--- src/rtl/mem_arb_pkg.sv ---
// Shared types and defaults for the I-side/D-side memory port arbiter.
//   arb_state_t : arbiter sequencing states
//   arb_gnt_t   : which requester owns the current access
//   pick_side   : grant choice from the two requests and the previous grant
package mem_arb_pkg;

    localparam int unsigned ARB_AW      = 32;
    localparam int unsigned ARB_DW      = 32;
    localparam int unsigned ARB_TIMEOUT = 15;

    typedef enum logic [1:0] {
        IDLE = 2'd0,
        BUSY = 2'd1,
        RESP = 2'd2
    } arb_state_t;

    typedef enum logic {
        GNT_I = 1'b0,
        GNT_D = 1'b1
    } arb_gnt_t;

    // Single requester wins outright; with both pending, D goes first unless
    // D had the previous access, so the two sides alternate under contention.
    function automatic arb_gnt_t pick_side(input logic i_req, input logic d_req,
                                           input arb_gnt_t last);
        if (d_req && (!i_req || last == GNT_I)) begin
            return GNT_D;
        end
        return GNT_I;
    endfunction

endpackage

--- src/rtl/mem_port_arbiter_if.sv ---
// Bundle of the core-side (fetch + data) and memory-side handshake signals.
//   slave  : the arbiter's view (core requests and memory responses in)
//   master : the surrounding core/memory view
interface mem_port_arbiter_if #(
    parameter int unsigned AW = 32,
    parameter int unsigned DW = 32
);
    logic          i_req;
    logic [AW-1:0] i_addr;
    logic [DW-1:0] i_rdata;
    logic          i_ready;

    logic          d_req;
    logic          d_we;
    logic [AW-1:0] d_addr;
    logic [DW-1:0] d_wdata;
    logic [DW-1:0] d_rdata;
    logic          d_ready;

    logic          err;

    logic          mem_req;
    logic          mem_we;
    logic [AW-1:0] mem_addr;
    logic [DW-1:0] mem_wdata;
    logic [DW-1:0] mem_rdata;
    logic          mem_ack;

    modport slave (
        input  i_req, i_addr, d_req, d_we, d_addr, d_wdata, mem_rdata, mem_ack,
        output i_rdata, i_ready, d_rdata, d_ready, err,
               mem_req, mem_we, mem_addr, mem_wdata
    );

    modport master (
        output i_req, i_addr, d_req, d_we, d_addr, d_wdata, mem_rdata, mem_ack,
        input  i_rdata, i_ready, d_rdata, d_ready, err,
               mem_req, mem_we, mem_addr, mem_wdata
    );

endinterface

--- src/rtl/arb_watchdog.sv ---
// Counts cycles an access has been outstanding and flags when the budget is used up.
//   clk, reset : clock, async active-low reset
//   clr        : restart the count (new access starting)
//   en         : count this cycle (access outstanding)
//   expired_c  : current cycle is the TIMEOUT-th counted cycle or later
module arb_watchdog
    import mem_arb_pkg::*;
#(
    parameter int unsigned TIMEOUT = ARB_TIMEOUT
) (
    input  logic clk,
    input  logic reset,
    input  logic clr,
    input  logic en,
    output logic expired_c
);

    localparam int unsigned CW = $clog2(TIMEOUT + 1);

    logic [CW-1:0] cnt_q;

    // Cycles already elapsed before the current one; saturates at TIMEOUT.
    always_ff @(posedge clk or negedge reset) begin
        if (!reset) begin
            cnt_q <= '0;
        end else if (clr) begin
            cnt_q <= '0;
        end else if (en && cnt_q != CW'(TIMEOUT)) begin
            cnt_q <= cnt_q + CW'(1);
        end
    end

    assign expired_c = (cnt_q >= CW'(TIMEOUT - 1));

endmodule

--- src/rtl/mem_port_arbiter.sv ---
// Shares one single-ported memory between the fetch (I) and memory-stage (D) requesters.
// Each access runs IDLE -> BUSY -> RESP; RESP drives a one-cycle ready pulse (with err
// if the watchdog aborted it) back to the side that was granted.
//   clk, reset : clock, async active-low reset
//   bus.i_*    : fetch request/address in, read data/ready out
//   bus.d_*    : data request/we/address/wdata in, read data/ready out
//   bus.err    : pulses with ready when the access was aborted
//   bus.mem_*  : memory request/we/address/wdata out, rdata/ack in
module mem_port_arbiter
    import mem_arb_pkg::*;
#(
    parameter int unsigned AW      = ARB_AW,
    parameter int unsigned DW      = ARB_DW,
    parameter int unsigned TIMEOUT = ARB_TIMEOUT
) (
    input  logic                 clk,
    input  logic                 reset,
    mem_port_arbiter_if.slave    bus
);

    arb_state_t    state_q, state_d;
    arb_gnt_t      last_q,  last_d;
    arb_gnt_t      side_q,  side_d;

    logic          mem_req_q,   mem_req_d;
    logic          mem_we_q,    mem_we_d;
    logic [AW-1:0] mem_addr_q,  mem_addr_d;
    logic [DW-1:0] mem_wdata_q, mem_wdata_d;

    logic          i_ready_q, i_ready_d;
    logic          d_ready_q, d_ready_d;
    logic [DW-1:0] i_rdata_q, i_rdata_d;
    logic [DW-1:0] d_rdata_q, d_rdata_d;
    logic          err_q,     err_d;

    logic          wd_clr;
    logic          wd_en;
    logic          wd_expired_c;

    arb_gnt_t      gnt_c;
    logic [DW-1:0] rsp_data_c;

    arb_watchdog #(
        .TIMEOUT (TIMEOUT)
    ) u_watchdog (
        .clk       (clk),
        .reset     (reset),
        .clr       (wd_clr),
        .en        (wd_en),
        .expired_c (wd_expired_c)
    );

    // Next-state, grant and response computation.
    always_comb begin
        state_d     = state_q;
        last_d      = last_q;
        side_d      = side_q;
        mem_req_d   = mem_req_q;
        mem_we_d    = mem_we_q;
        mem_addr_d  = mem_addr_q;
        mem_wdata_d = mem_wdata_q;
        i_ready_d   = 1'b0;
        d_ready_d   = 1'b0;
        i_rdata_d   = '0;
        d_rdata_d   = '0;
        err_d       = 1'b0;
        wd_clr      = 1'b0;
        wd_en       = 1'b0;

        gnt_c      = pick_side(bus.i_req, bus.d_req, last_q);
        // Stores return zero; aborted accesses return zero as well.
        rsp_data_c = (bus.mem_ack && !mem_we_q) ? bus.mem_rdata : '0;

        case (state_q)
            IDLE: begin
                if (bus.i_req || bus.d_req) begin
                    side_d    = gnt_c;
                    mem_req_d = 1'b1;
                    wd_clr    = 1'b1;
                    state_d   = BUSY;
                    if (gnt_c == GNT_D) begin
                        mem_we_d    = bus.d_we;
                        mem_addr_d  = bus.d_addr;
                        mem_wdata_d = bus.d_wdata;
                    end else begin
                        mem_we_d    = 1'b0;
                        mem_addr_d  = bus.i_addr;
                        mem_wdata_d = '0;
                    end
                end
            end

            BUSY: begin
                wd_en = 1'b1;
                // A real acknowledge takes precedence over a same-cycle expiry.
                if (bus.mem_ack || wd_expired_c) begin
                    mem_req_d   = 1'b0;
                    mem_we_d    = 1'b0;
                    mem_addr_d  = '0;
                    mem_wdata_d = '0;
                    err_d       = !bus.mem_ack;
                    state_d     = RESP;
                    if (side_q == GNT_D) begin
                        d_ready_d = 1'b1;
                        d_rdata_d = rsp_data_c;
                    end else begin
                        i_ready_d = 1'b1;
                        i_rdata_d = rsp_data_c;
                    end
                end
            end

            RESP: begin
                // Requester still holds req here; grant only from IDLE next cycle.
                last_d  = side_q;
                state_d = IDLE;
            end

            default: begin
                state_d = IDLE;
            end
        endcase
    end

    // State and registered outputs.
    always_ff @(posedge clk or negedge reset) begin
        if (!reset) begin
            state_q     <= IDLE;
            last_q      <= GNT_I;
            side_q      <= GNT_I;
            mem_req_q   <= 1'b0;
            mem_we_q    <= 1'b0;
            mem_addr_q  <= '0;
            mem_wdata_q <= '0;
            i_ready_q   <= 1'b0;
            d_ready_q   <= 1'b0;
            i_rdata_q   <= '0;
            d_rdata_q   <= '0;
            err_q       <= 1'b0;
        end else begin
            state_q     <= state_d;
            last_q      <= last_d;
            side_q      <= side_d;
            mem_req_q   <= mem_req_d;
            mem_we_q    <= mem_we_d;
            mem_addr_q  <= mem_addr_d;
            mem_wdata_q <= mem_wdata_d;
            i_ready_q   <= i_ready_d;
            d_ready_q   <= d_ready_d;
            i_rdata_q   <= i_rdata_d;
            d_rdata_q   <= d_rdata_d;
            err_q       <= err_d;
        end
    end

    assign bus.mem_req   = mem_req_q;
    assign bus.mem_we    = mem_we_q;
    assign bus.mem_addr  = mem_addr_q;
    assign bus.mem_wdata = mem_wdata_q;
    assign bus.i_ready   = i_ready_q;
    assign bus.i_rdata   = i_rdata_q;
    assign bus.d_ready   = d_ready_q;
    assign bus.d_rdata   = d_rdata_q;
    assign bus.err       = err_q;

endmodule

--- src/flat_wrapper.sv ---
// flat-port wrapper written by rule: the top's interface ports become plain ports
module mem_port_arbiter_flat import mem_arb_pkg::*;
#(
    parameter int unsigned AW      = ARB_AW,
    parameter int unsigned DW      = ARB_DW,
    parameter int unsigned TIMEOUT = ARB_TIMEOUT
)
  (clk, reset, bus_i_req, bus_i_addr, bus_d_req, bus_d_we, bus_d_addr, bus_d_wdata, bus_mem_rdata, bus_mem_ack, bus_i_rdata, bus_i_ready, bus_d_rdata, bus_d_ready, bus_err, bus_mem_req, bus_mem_we, bus_mem_addr, bus_mem_wdata);
  mem_port_arbiter_if #(.AW(AW), .DW(DW)) bus_i ();
  input  logic clk;
  input  logic reset;
  input wire logic [$bits(bus_i.i_req)-1:0] bus_i_req;
  input wire logic [$bits(bus_i.i_addr)-1:0] bus_i_addr;
  input wire logic [$bits(bus_i.d_req)-1:0] bus_d_req;
  input wire logic [$bits(bus_i.d_we)-1:0] bus_d_we;
  input wire logic [$bits(bus_i.d_addr)-1:0] bus_d_addr;
  input wire logic [$bits(bus_i.d_wdata)-1:0] bus_d_wdata;
  input wire logic [$bits(bus_i.mem_rdata)-1:0] bus_mem_rdata;
  input wire logic [$bits(bus_i.mem_ack)-1:0] bus_mem_ack;
  output wire logic [$bits(bus_i.i_rdata)-1:0] bus_i_rdata;
  output wire logic [$bits(bus_i.i_ready)-1:0] bus_i_ready;
  output wire logic [$bits(bus_i.d_rdata)-1:0] bus_d_rdata;
  output wire logic [$bits(bus_i.d_ready)-1:0] bus_d_ready;
  output wire logic [$bits(bus_i.err)-1:0] bus_err;
  output wire logic [$bits(bus_i.mem_req)-1:0] bus_mem_req;
  output wire logic [$bits(bus_i.mem_we)-1:0] bus_mem_we;
  output wire logic [$bits(bus_i.mem_addr)-1:0] bus_mem_addr;
  output wire logic [$bits(bus_i.mem_wdata)-1:0] bus_mem_wdata;
  assign bus_i.i_req = bus_i_req;
  assign bus_i.i_addr = bus_i_addr;
  assign bus_i.d_req = bus_d_req;
  assign bus_i.d_we = bus_d_we;
  assign bus_i.d_addr = bus_d_addr;
  assign bus_i.d_wdata = bus_d_wdata;
  assign bus_i.mem_rdata = bus_mem_rdata;
  assign bus_i.mem_ack = bus_mem_ack;
  assign bus_i_rdata = bus_i.i_rdata;
  assign bus_i_ready = bus_i.i_ready;
  assign bus_d_rdata = bus_i.d_rdata;
  assign bus_d_ready = bus_i.d_ready;
  assign bus_err = bus_i.err;
  assign bus_mem_req = bus_i.mem_req;
  assign bus_mem_we = bus_i.mem_we;
  assign bus_mem_addr = bus_i.mem_addr;
  assign bus_mem_wdata = bus_i.mem_wdata;
  mem_port_arbiter #(.AW(AW), .DW(DW), .TIMEOUT(TIMEOUT)) u_core (.clk(clk), .reset(reset), .bus(bus_i));
endmodule
--- config.mk ---
export PLATFORM = sky130hd
export DESIGN_NAME = mem_port_arbiter_flat
export DESIGN_NICKNAME = d
export VERILOG_FILES = /design/src/rtl/mem_arb_pkg.sv /design/src/rtl/mem_port_arbiter_if.sv /design/src/rtl/arb_watchdog.sv /design/src/rtl/mem_port_arbiter.sv /design/src/flat_wrapper.sv
export SDC_FILE = /design/constraint.sdc
export NUM_CORES = 1
export LEC_CHECK = 0
export CAP_MARGIN = 0
export CORE_MARGIN = 2
export CORE_UTILIZATION = 35
export CTS_CLUSTER_DIAMETER = 80
export DETAILED_ROUTE_END_ITERATION = 7
export PLACE_DENSITY = 0.74
export SLEW_MARGIN = 20
export SYNTH_ARGS = -nofsm -noshare
export SYNTH_HDL_FRONTEND = slang
export SYNTH_SLANG_ARGS = --single-unit
--- constraint.sdc ---
create_clock -name clk -period 3.1 [get_ports clk]
set_input_delay 0.62 -clock clk [delete_from_list [all_inputs] [get_ports clk]]
set_output_delay 0.62 -clock clk [all_outputs]
set_load 0.005 [all_outputs]
# Yosys cells after proc, flatten, opt, wreduce, memory -nomap -nowiden
# Cells that the tools add are included.
dict set report totals {
  output_inout_bits 133
  reg_bits 141
  word_cells 75
}
dict set report op_classes {
  order_cmp 1
  n_reduce_logical 15
  add_sub_neg 1
  muxes 39
  n_bitwise 1
  n_eq_ne 5
}
# op n
set ops {}
lappend ops {{two-way mux 32 bit} 12}
lappend ops {{case mux 32 bit (2 select lines)} 2}
lappend ops {{two-way mux 1 bit} 18}
lappend ops {{two-way mux 4 bit} 2}
lappend ops {{adder 4 x 1 -> 4 bit (second input constant)} 1}
lappend ops {{greater-or-equal comparator 4 bit (second input constant)} 1}
lappend ops {{two-way mux 2 bit} 2}
lappend ops {{!= test 2 x 1 -> 1 bit (second input constant)} 2}
lappend ops {{!= test 4 bit (second input constant)} 1}
lappend ops {{case mux 1 bit (2 select lines)} 2}
lappend ops {{case mux 2 bit (2 select lines)} 1}
lappend ops {{AND reduction 2 bit} 2}
lappend ops {{nonzero test 2 bit} 2}
lappend ops {{logical AND 1 bit} 3}
lappend ops {{zero test 1 bit} 3}
lappend ops {{logical OR 1 bit} 3}
lappend ops {{AND reduction 3 bit} 1}
lappend ops {{equality test 2 x 1 -> 1 bit (second input constant)} 1}
lappend ops {{equality test 2 bit (second input constant)} 1}
lappend ops {{zero test 2 bit} 1}
lappend ops {{NOT 1 bit} 1}

# Longest topological paths before layout
# Gate-level depths: netlist of the first run.
dict set report logic_depth {
  depth_word 8
  mapped_depth 7
  depth_no_buf 5
}

# Hierarchy
# From an unflattened synthesis of the first run, not the netlist that was laid out.
dict set report hier_totals {
  hier_cells 373
  area_unflattened_um2 5253.8
}
# module seq_area_each_um2 instances cells_per_inst area_each_um2
set modules_own_cells {}
lappend modules_own_cells {mem_port_arbiter 3428.3 1 350 4999.8}
lappend modules_own_cells {arb_watchdog 100.1 1 23 254.0}

# Worst setup path after synthesis of the first run
# Ideal clock, no wire load.
dict set report synth_timing {
  path_kind {input port to flip-flop}
  start {in bus_d_req}
  end {reg u_core.mem_wdata_q[16] (netlist: u_core.bus.mem_wdata[16])}
  stages 6
  arrival_time_ns 1.621
  slack_ns 1.358
  setup_time_ns 0.121
  path_cell_list {buf_2 -> nor3_1 -> a311o_1 -> buf_6 -> buf_6 -> a22o_1}
}
dict set report synth_via {
  elab_chain_cells 6
  word_cells_on_any_way 9
  cone_classes {eq/ne: 1; mux: 5; reduce/logical: 3}
}
# element line_no
set synth_lines {}
lappend synth_lines {{start: declaration} flat_wrapper.sv:14} ;# input wire logic [$bits(bus_i.d_req)-1:0] bus_d_req;
lappend synth_lines {{logical AND 1 bit} mem_arb_pkg.sv:26} ;# if (d_req && (!i_req || last == GNT_I)) begin
lappend synth_lines {{two-way mux 1 bit} mem_arb_pkg.sv:26}
lappend synth_lines {{two-way mux 1 bit} mem_arb_pkg.sv:29} ;# return GNT_I;
lappend synth_lines {{two-way mux 32 bit} mem_port_arbiter.sv:81} ;# if (gnt_c == GNT_D) begin
lappend synth_lines {{two-way mux 32 bit} mem_port_arbiter.sv:76} ;# if (bus.i_req || bus.d_req) begin
lappend synth_lines {{case mux 32 bit (2 select lines)} mem_port_arbiter.sv:74} ;# case (state_q)
lappend synth_lines {{end signal: assignment} mem_port_arbiter.sv:147} ;# mem_wdata_q <= mem_wdata_d;
lappend synth_lines {{end: declaration} mem_port_arbiter.sv:28} ;# logic [DW-1:0] mem_wdata_q, mem_wdata_d;
# Parallel ways exist; a longest one is shown, timed or not. The select of a mux whose other input is x is not followed.
# A chain may end at the register's enable or synchronous reset.

# Worst setup path after layout of the first run
dict set report layout_timing {
  start {in bus_mem_ack}
  end {reg u_core.mem_wdata_q[13] (netlist: u_core.bus.mem_wdata[13])}
}
dict set report layout_via {
  elab_chain_cells 3
}
# element line_no
set layout_lines {}
lappend layout_lines {{start: declaration} flat_wrapper.sv:19} ;# input wire logic [$bits(bus_i.mem_ack)-1:0] bus_mem_ack;
lappend layout_lines {{logical OR 1 bit} mem_port_arbiter.sv:96} ;# if (bus.mem_ack || wd_expired_c) begin
lappend layout_lines {{!= test 2 x 1 -> 1 bit (no line)} n/a}
lappend layout_lines {{AND reduction 3 bit (no line)} n/a}
# Every way passes these cells.

==> flow_metrics.tcl, run 1 <==
set metrics [dict create \
    crit_type "input port to register" \
    ctsResizeCount 0 \
    die_height_um 128 \
    worstSetupEndpointType "register" \
    via_per_inst 5.11 \
    finalSetupViolCount 0 \
    postCtsHoldBufs 0 \
    crit_chain "clkdlybuf4s50_1 -> inv_1 -> a311o_2 -> buf_16 -> a22o_1" \
    gp_congestion 0.787 \
    seq_area_frac_synth_pct 65.3 \
    clkLatencyLatePin_ns 0.42 \
    final-seq-area_um2 3530 \
    critPathBufInv 3 \
    finalClockSkew_ns 0.0106 \
    synthSimpleGateAreaFrac_pct 10.1 \
    worstHoldPathType "input port to asynchronous set/reset pin" \
    grt_max_degree 68 \
    synthCells 416 \
    maxCapViolCount 0 \
    timing.fmax_ghz 0.448 \
    synthMuxAreaShare_pct 0.371 \
    crit_required_ns 3.39 \
    finalSetupTns_ns 0 \
    worstPathArrival_ns 2.53 \
    cts_buffer_depth 2 \
    relSlewSlack_pct 50.7 \
    netlist_area_um2 5400 \
    drive_gt1_share_pct 7.66 \
    status "finished clean" \
    drtIter0Drc 267 \
    dpl.hpwl_um 11100 \
    clk_pin_slew_ns 0.06 \
    ir_drop_uv 451 \
    drt_wl_total_um 16100 \
    wl_per_cell_um 18.3 \
    p_leak_nw 3.87 \
    synth_top_family_by_area "compound AO/OA/AOI/OAI gates" \
    cp_max_fo 33 \
    num_antenna_cells 0 \
    ios 267 \
    utilization_pct 58.5 \
    hold_viol 0 \
    grt_usage_pct 19.7 \
    synth_xor_area_share_pct 0 \
    synth_ff_type "dfrtp_1" \
    synth_compound_area_share_pct 20.2 \
    worst_pin_slew_ns 0.740 \
    layout.nets 815 \
    syn_avg_cell_area_um2 13.0 \
    globalRouteOverflowTotal 0 \
    rsz0062_at_grt "no" \
    die_area_um2 16400 \
    slowest_stage "a311o_2" \
    route.vias.total 4501 \
    num-fill-cells 1192 \
    async_reset_ff_share_pct 100 \
    area_delta_synth_final_pct 64.0 \
    antenna_found_initial 0 \
    path_delay_family "buffers and inverters" \
    die_x_um 128 \
    row_count 45 \
    core_area_um2 15100 \
    cts_sinks 141 \
    ys_ff_latch 141 \
    power.total_mw 6.99 \
    cts_buffers 17 \
    synth_edf_count 0 \
    report.final.slew_viol_count 0 \
    max_stage_delay_ns 0.62 \
    fin_crit_sh_pct 72.0 \
    cts_tree "done" \
    grt_pass1_vias 4820 \
    powerDensity_nw_per_um2 789 \
    post_cts_buffers 0 \
    start_util_pct 35.7 \
    drc 0 \
    ys_types 36 \
    yosysWarnings 0 \
    syn-num-nets 552 \
    synth_fa_ha_area_share_pct 0.463 \
    firstDrtPassIters 5 \
    cts.root.buffer_cell "clkbuf_16" \
    ant_nets 0 \
    htreeDepth 4 \
    cp-start-kind "input port" \
    grt_pass1_wl_um 25000 \
    port_buffers 266 \
    period_needed_ns 2.23 \
    multiInputGateArea_um2 1710 \
]
cell usage in the layout, fill, tap and decap left out, types with 4 or more instances in the layout:
cell             netlist  routed
buf_4                  3      11
a22oi_1               32      32
dfrtp_1              141     141
nor3_1                 4       4
o2bb2ai_1             32      32
clkdlybuf4s50_1        0     265
clkinv_4               0       5
a22o_1                32      32
o21ai_0               36      36
clkbuf_16              0      17
and2_1                66      66
power breakdown:
part	total [mW]	internal (mW)	leakage (nW)	switching, mW
clock	2.01	1.21	0.283	0.801
sequential	2.65	2.33	1.89	0.324
combinational	2.33	1.36	1.70	0.969
total	6.99	4.90	3.87	2.09
through the flow:
stage / std cells / cell area, µm² / setup slack, ns / hold slack [ns]
global route: 880 / 8860 / 0.765 / 0.244
floorplan: 416 / 5400 / 1.36 / 0.324
CTS: 880 / 8860 / 0.900 / 0.219
finish: 880 / 8860 / 0.867 / 0.206
detailed placement: 848 / 8270 / 0.470 / 0.473
global placement: 847 / 8250 / 0.407 / 0.469
registers in the layout (all words and copies together), names as in the netlist:
| register | cells |
|---|---|
| u_core.bus.d_rdata | 32 |
| u_core.bus.i_rdata | 32 |
| u_core.bus.mem_addr | 32 |
| u_core.bus.mem_wdata | 32 |
| u_core.u_watchdog.cnt_q | 4 |
| u_core.state_q | 2 |
| u_core.bus.d_ready | 1 |
| u_core.bus.err | 1 |
| u_core.bus.i_ready | 1 |
| u_core.bus.mem_req | 1 |
| u_core.bus.mem_we | 1 |
| u_core.last_q | 1 |
| u_core.side_q | 1 |
worst reg2reg max path, cell delays in order (launching register included):
cell and delay (ns):
dfrtp_1 0.44, inv_1 0.09, ha_1 0.19, o211ai_2 0.13, a311o_2 0.70, buf_16 0.30, a22o_1 0.27
synth_stat cells, drive strengths merged, types with 3 or more instances:
master	number	area (µm²)
a22oi	32	240
nor3	4	20.0
inv	3	11.3
o2bb2ai	32	280
dfrtp	141	3530
clkbuf	21	78.8
and2	66	413
nor2	3	11.3
a22o	32	280
nand2	3	11.3
a21oi	3	15.0
buf	14	103
o21ai	36	180
routing by layer:
layer,wire (µm),part of all wire (%),track usage (%),vias to the layer above
met4,286,1.8,7.37,0
li1,-,-,-,2044
met3,1600,9.9,8.26,24
met2,8040,50,32.9,221
met5,0,0,0,-
met1,6190,38,22.6,2212
worst paths after layout:
path	end	start	slack, ns	cells past startpoint
hold reg to reg	u_core.bus.mem_addr[8]	u_core.bus.mem_addr[8]	0.49	1
setup reg to reg	u_core.bus.mem_wdata[13]	u_core.u_watchdog.cnt_q[0]	0.88	6
hold / removal	u_core.bus.mem_wdata[10]	reset	0.21	1
setup / recovery	u_core.bus.mem_wdata[13]	bus_mem_ack	0.87	5
min in group clk	u_core.bus.mem_addr[8]	u_core.bus.mem_addr[8]	0.49	1
max in group asynchronous	u_core.bus.mem_addr[28]	reset	2.16	2
kinds of logic (layout without fill, tap and decap cells):
kind of cell	Yosys count	count (layout)
AOI/OAI and AO/OA	146	146
adders and majority gates	2	2
buffers and inverters	38	314
DFF	141	141
muxes	2	2
and+or+nand+nor	87	87
cell type report:
type	instances	share of cell area, %
clock buffers	19	5.00
multi-input cells	237	19.2
inverters	3	0.127
repair buffers	279	31.5
clock inverters	13	1.61
well taps	188	2.65
flip-flops and latches	141	39.8
Power figures use the tool's default switching activity.
==> run 2: changes to the inputs <==
==> constraint.sdc (replaced) <==
create_clock -name clk -period 2.3 [get_ports clk]
set_input_delay 0.46 -clock clk [delete_from_list [all_inputs] [get_ports clk]]
set_output_delay 0.46 -clock clk [all_outputs]
set_load 0.005 [all_outputs]
==> run 2 against run 1 <==
Against the previous run:
- clock power rose by 28%
- non-clock buffer count up 2
- register-to-register slack got worse by 0.53 ns
- via count is 1.6% higher
- utilization rose by 0.12 points
- critical path depth fell by 4
- worst setup slack got worse by 0.53 ns
- first-iteration DRC count shrank 3.7%
- flip-flop and latch count unchanged
- routed wire length shrank 1.9%
- critical path type is now register to output pin
- largest power group unchanged
==> flow_metrics.tcl, run 2 (same netlist as run 1, synthesis figures left out) <==
set metrics [dict create \
    status "finished clean" \
    row_count 45 \
    clkLatencyLatePin_ns 0.41 \
    core_area_um2 15100 \
    crit_chain "clkdlybuf4s50_1" \
    rsz0062_at_grt "no" \
    route.vias.total 4573 \
    htreeDepth 4 \
    drt_wl_total_um 15800 \
    worstHoldPathType "register to register" \
    grt_pass1_vias 4694 \
    dp.cells 849 \
    max_stage_delay_ns 0.59 \
    grt_pass1_wl_um 24400 \
    hp-start "u_core.bus.mem_addr[11]" \
    ir_drop_uv 582 \
    r2r_cells 5 \
    antenna_found_initial 0 \
    clk_pin_slew_ns 0.06 \
    critPathBufInv 1 \
    hold_ws_ns 0.494 \
    cts_sinks 141 \
    dpl.hpwl_um 11300 \
    report.final.slew_viol_count 0 \
    grt_usage_pct 19.2 \
    finish.instance_area_um2 8880 \
    layout.nets 817 \
    start_util_pct 35.7 \
    p_leak_nw 3.87 \
    ant_nets 0 \
    crit_required_ns 1.84 \
    num_antenna_cells 0 \
    timing.fmax_ghz 0.508 \
    maxCapViolCount 0 \
    r2r-start "u_core.u_watchdog.cnt_q[1]" \
    r2r_end "u_core.bus.mem_wdata[0]" \
    cts_buffer_depth 2 \
    slowest_stage "clkdlybuf4s50_1" \
    powerDensity_nw_per_um2 1050 \
    die_height_um 128 \
    crit_type "register to output pin" \
    area_delta_synth_final_pct 64.4 \
    layout_commonest_cell "clkdlybuf4s50_1" \
    worstSetupEndpointType "output pin" \
    period_needed_ns 1.97 \
    path_delay_family "buffers and inverters" \
    cp_max_fo 5 \
    dpl-instance-area_um2 8310 \
    layout_common_cells "265 x clkdlybuf4s50_1, 141 x dfrtp_1, 66 x and2_1, 36 x o21ai_0" \
    worst_slack_ns 0.333 \
    relSlewSlack_pct 67.9 \
    ios 267 \
    die_x_um 128 \
    cts.root.buffer_cell "clkbuf_16" \
    utilization_pct 58.6 \
    pre_cts_ws_ns 0.136 \
    globalRouteOverflowTotal 0 \
    final_cells 881 \
    finalSetupViolCount 0 \
    wl_per_cell_um 17.9 \
    drtIter0Drc 257 \
    drc 0 \
    holdPathStages 1 \
    port_buffers 266 \
    die_area_um2 16400 \
    gp_congestion 0.814 \
    worstPathArrival_ns 1.51 \
    finalClockSkew_ns 0.00751 \
    cp-start-kind "register" \
    hold_viol 0 \
    finalSetupTns_ns 0 \
    ctsResizeCount 0 \
    cts_tree "done" \
    firstDrtPassIters 4 \
    drive_gt1_share_pct 7.79 \
    cts_buffers 17 \
    fin_crit_sh_pct 85.5 \
    holdPathEnd "u_core.bus.mem_addr[11]" \
    power.total_mw 9.29 \
    worst_pin_slew_ns 0.481 \
    r2r_slack_ns 0.35 \
    grt_max_degree 65 \
    via_per_inst 5.19 \
]
## run 2: repair_timing
item,4_1_cts,5_1_grt
hold buffers,1,0
endpoints found under the hold margin,13,0
buffers inserted,0,0
## run 2: per-layer routing
metal	vias to the layer above	wire length, µm	GRT usage (%)
met5	-	0	0
met1	2271	6040	21.7
li1	2041	-	-
met3	29	1660	8.31
met4	0	394	7.89
met2	232	7710	31.8
## run 2: worst max path at each step
stage          slack (ns)                        to                       start  cells after the start
6_report             0.33                bus_mem_we           u_core.bus.mem_we                      1
5_1_grt              0.25                bus_mem_we           u_core.bus.mem_we                      1
3_3_place_gp         0.17    u_core.bus.mem_addr[3]                   bus_d_req                      6
4_1_cts              0.30                bus_mem_we           u_core.bus.mem_we                      1
2_1_floorplan        0.61  u_core.bus.mem_wdata[16]  u_core.u_watchdog.cnt_q[0]                      7
3_5_place_dp         0.14   u_core.bus.mem_addr[20]                   bus_d_req                      6
## run 2: cell type report
type	instances	area, µm²
sequential	141	3530
fill	1228	6270
multi-input combinational	237	1710
inverter	3	11.3
clock inverter	13	116
tap	188	235
timing repair buffer	281	2840
clock buffer	18	439
## run 2: where the power goes
group          internal [mW]  switching [mW]  total, mW
Clock                   1.51            1.05       2.57
Sequential              3.14           0.434       3.57
Combinational           1.86            1.29       3.15
==> run 3: changes to the inputs <==
--- a/config.mk
+++ b/config.mk
@@ -11,6 +11,7 @@
 export CTS_CLUSTER_DIAMETER = 80
 export DETAILED_ROUTE_END_ITERATION = 7
 export PLACE_DENSITY = 0.74
+export SKIP_CTS_REPAIR_TIMING = 1
 export SLEW_MARGIN = 20
 export SYNTH_ARGS = -nofsm -noshare
 export SYNTH_HDL_FRONTEND = slang
==> run 3 against run 2 <==
Against the previous run:
- register-to-register slack is essentially flat
- global-route usage is essentially flat
- critical path type unchanged
- largest power group unchanged
- sequential power is essentially flat
- cell area shrank 0.11%
- largest cell class unchanged
==> flow_metrics.tcl, run 3 (same netlist as run 1, synthesis figures left out) <==
set metrics [dict create \
    slowest_stage "clkdlybuf4s50_1" \
    port_buffers 266 \
    dpl.hpwl_um 11300 \
    path_depth 1 \
    r2r_slack_ns 0.35 \
    fin_crit_sh_pct 85.5 \
    cts_buffers 17 \
    crit_required_ns 1.84 \
    globalRouteOverflowTotal 0 \
    start_util_pct 35.7 \
    area_delta_synth_final_pct 64.2 \
    maxCapViolCount 0 \
    hold_viol 0 \
    drt_wl_total_um 15900 \
    layout.nets 816 \
    cts_buffer_depth 2 \
    hold_ws_ns 0.00116 \
    p_int_mw 6.51 \
    drive_gt1_share_pct 7.80 \
    core_area_um2 15100 \
    worstSetupStartpoint "u_core.bus.mem_we" \
    path_delay_family "buffers and inverters" \
    gp_congestion 0.814 \
    wl_per_cell_um 18.1 \
    dpl-instance-area_um2 8310 \
    drc 0 \
    r2r_end "u_core.bus.mem_wdata[0]" \
    worstPathArrival_ns 1.51 \
    drtIter0Drc 258 \
    die_area_um2 16400 \
    max_stage_delay_ns 0.59 \
    cp-start-kind "register" \
    ir_drop_uv 582 \
    finalSetupTns_ns 0 \
    timing.fmax_ghz 0.508 \
    layout_common_cells "265 x clkdlybuf4s50_1, 141 x dfrtp_1, 66 x and2_1, 36 x o21ai_0" \
    crit_chain "clkdlybuf4s50_1" \
    report.final.slew_viol_count 0 \
    critPathBufInv 1 \
    via_per_inst 5.19 \
    grt_pass1_vias 4680 \
    seq_power_share_pct 38.4 \
    clk_pin_slew_ns 0.06 \
    cts_tree "done" \
    worstHoldPathType "input port to asynchronous set/reset pin" \
    period_needed_ns 1.97 \
    status "finished clean" \
    firstDrtPassIters 5 \
    htreeDepth 4 \
    cts.root.buffer_cell "clkbuf_16" \
    crit_type "register to output pin" \
    worst_pin_slew_ns 0.487 \
    finish.instance_area_um2 8870 \
    grt_usage_pct 19.2 \
    powerDensity_nw_per_um2 1050 \
    grt_max_degree 65 \
    clkLatencyLatePin_ns 0.41 \
    relSlewSlack_pct 67.6 \
    r2r-start "u_core.u_watchdog.cnt_q[1]" \
    power.switching_mw 2.79 \
    power_frac_comb_pct 33.9 \
    cp_max_fo 5 \
    worstSetupEndpointType "output pin" \
    die_height_um 128 \
    ios 267 \
    r2r_cells 5 \
    antenna_found_initial 0 \
    finalSetupViolCount 0 \
    die_x_um 128 \
    route.vias.total 4567 \
    p_clk_share_pct 27.6 \
    ant_nets 0 \
    cts_sinks 141 \
    p_sw_share_pct 30.0 \
    finalClockSkew_ns 0.00729 \
    row_count 45 \
    layout_commonest_cell "clkdlybuf4s50_1" \
    endpoint "bus_mem_we" \
    rsz0062_at_grt "no" \
    grt_pass1_wl_um 24400 \
    num_antenna_cells 0 \
    p_leak_nw 3.87 \
    num-fill-cells 1229 \
]
## run 3: how the worst min path moves through the flow
| stage | to | cells after the start |
|---|---|---|
| after global routing | u_core.bus.mem_wdata[18] | 1 |
| final | u_core.bus.mem_wdata[18] | 1 |
| after floorplan | u_core.bus.d_rdata[0] | 0 |
| after detailed placement | u_core.bus.mem_wdata[18] | 1 |
| after global placement | u_core.bus.mem_wdata[10] | 1 |
| after CTS | u_core.bus.mem_wdata[18] | 1 |
## run 3: per-layer routing
layer  track usage (%)  part of all wire (%)  vias to the layer above
met5                 0                     0                        -
met4              7.89                   2.4                        0
met1              21.7                    38                     2256
li1                  -                     -                     2039
met2              31.7                    49                      245
met3              8.31                    11                       27
## run 3: power by group through the flow
stage / Combinational (mW) / Sequential, mW / Clock [mW]
floorplan: 1.28 / 3.56 / 0
global placement: 3.10 / 3.58 / 0
detailed placement: 3.17 / 3.60 / 0
CTS: 3.19 / 3.57 / 2.62
global route: 3.42 / 3.65 / 2.73
finish: 3.15 / 3.57 / 2.57
## run 3: area by class of cell
class	instances	area [µm²]	share of cell area (%)
Multi-Input combinational cell	237	1710	19.2
Clock inverter	13	116	1.31
Sequential cell	141	3530	39.8
Inverter	3	11.3	0.127
Clock buffer	18	439	4.95
Timing Repair Buffer	280	2830	31.9
Tap cell	188	235	2.65
## run 3: through the flow
stage,power [mW],instances,setup slack [ns],utilization (%)
2_1_floorplan,4.84,416,0.606,-
3_3_place_gp,6.67,849,0.170,54.9
3_5_place_dp,6.77,849,0.136,54.9
4_1_cts,9.38,880,0.301,58.5
5_1_grt,9.80,880,0.254,58.5
6_report,9.29,880,0.333,58.5
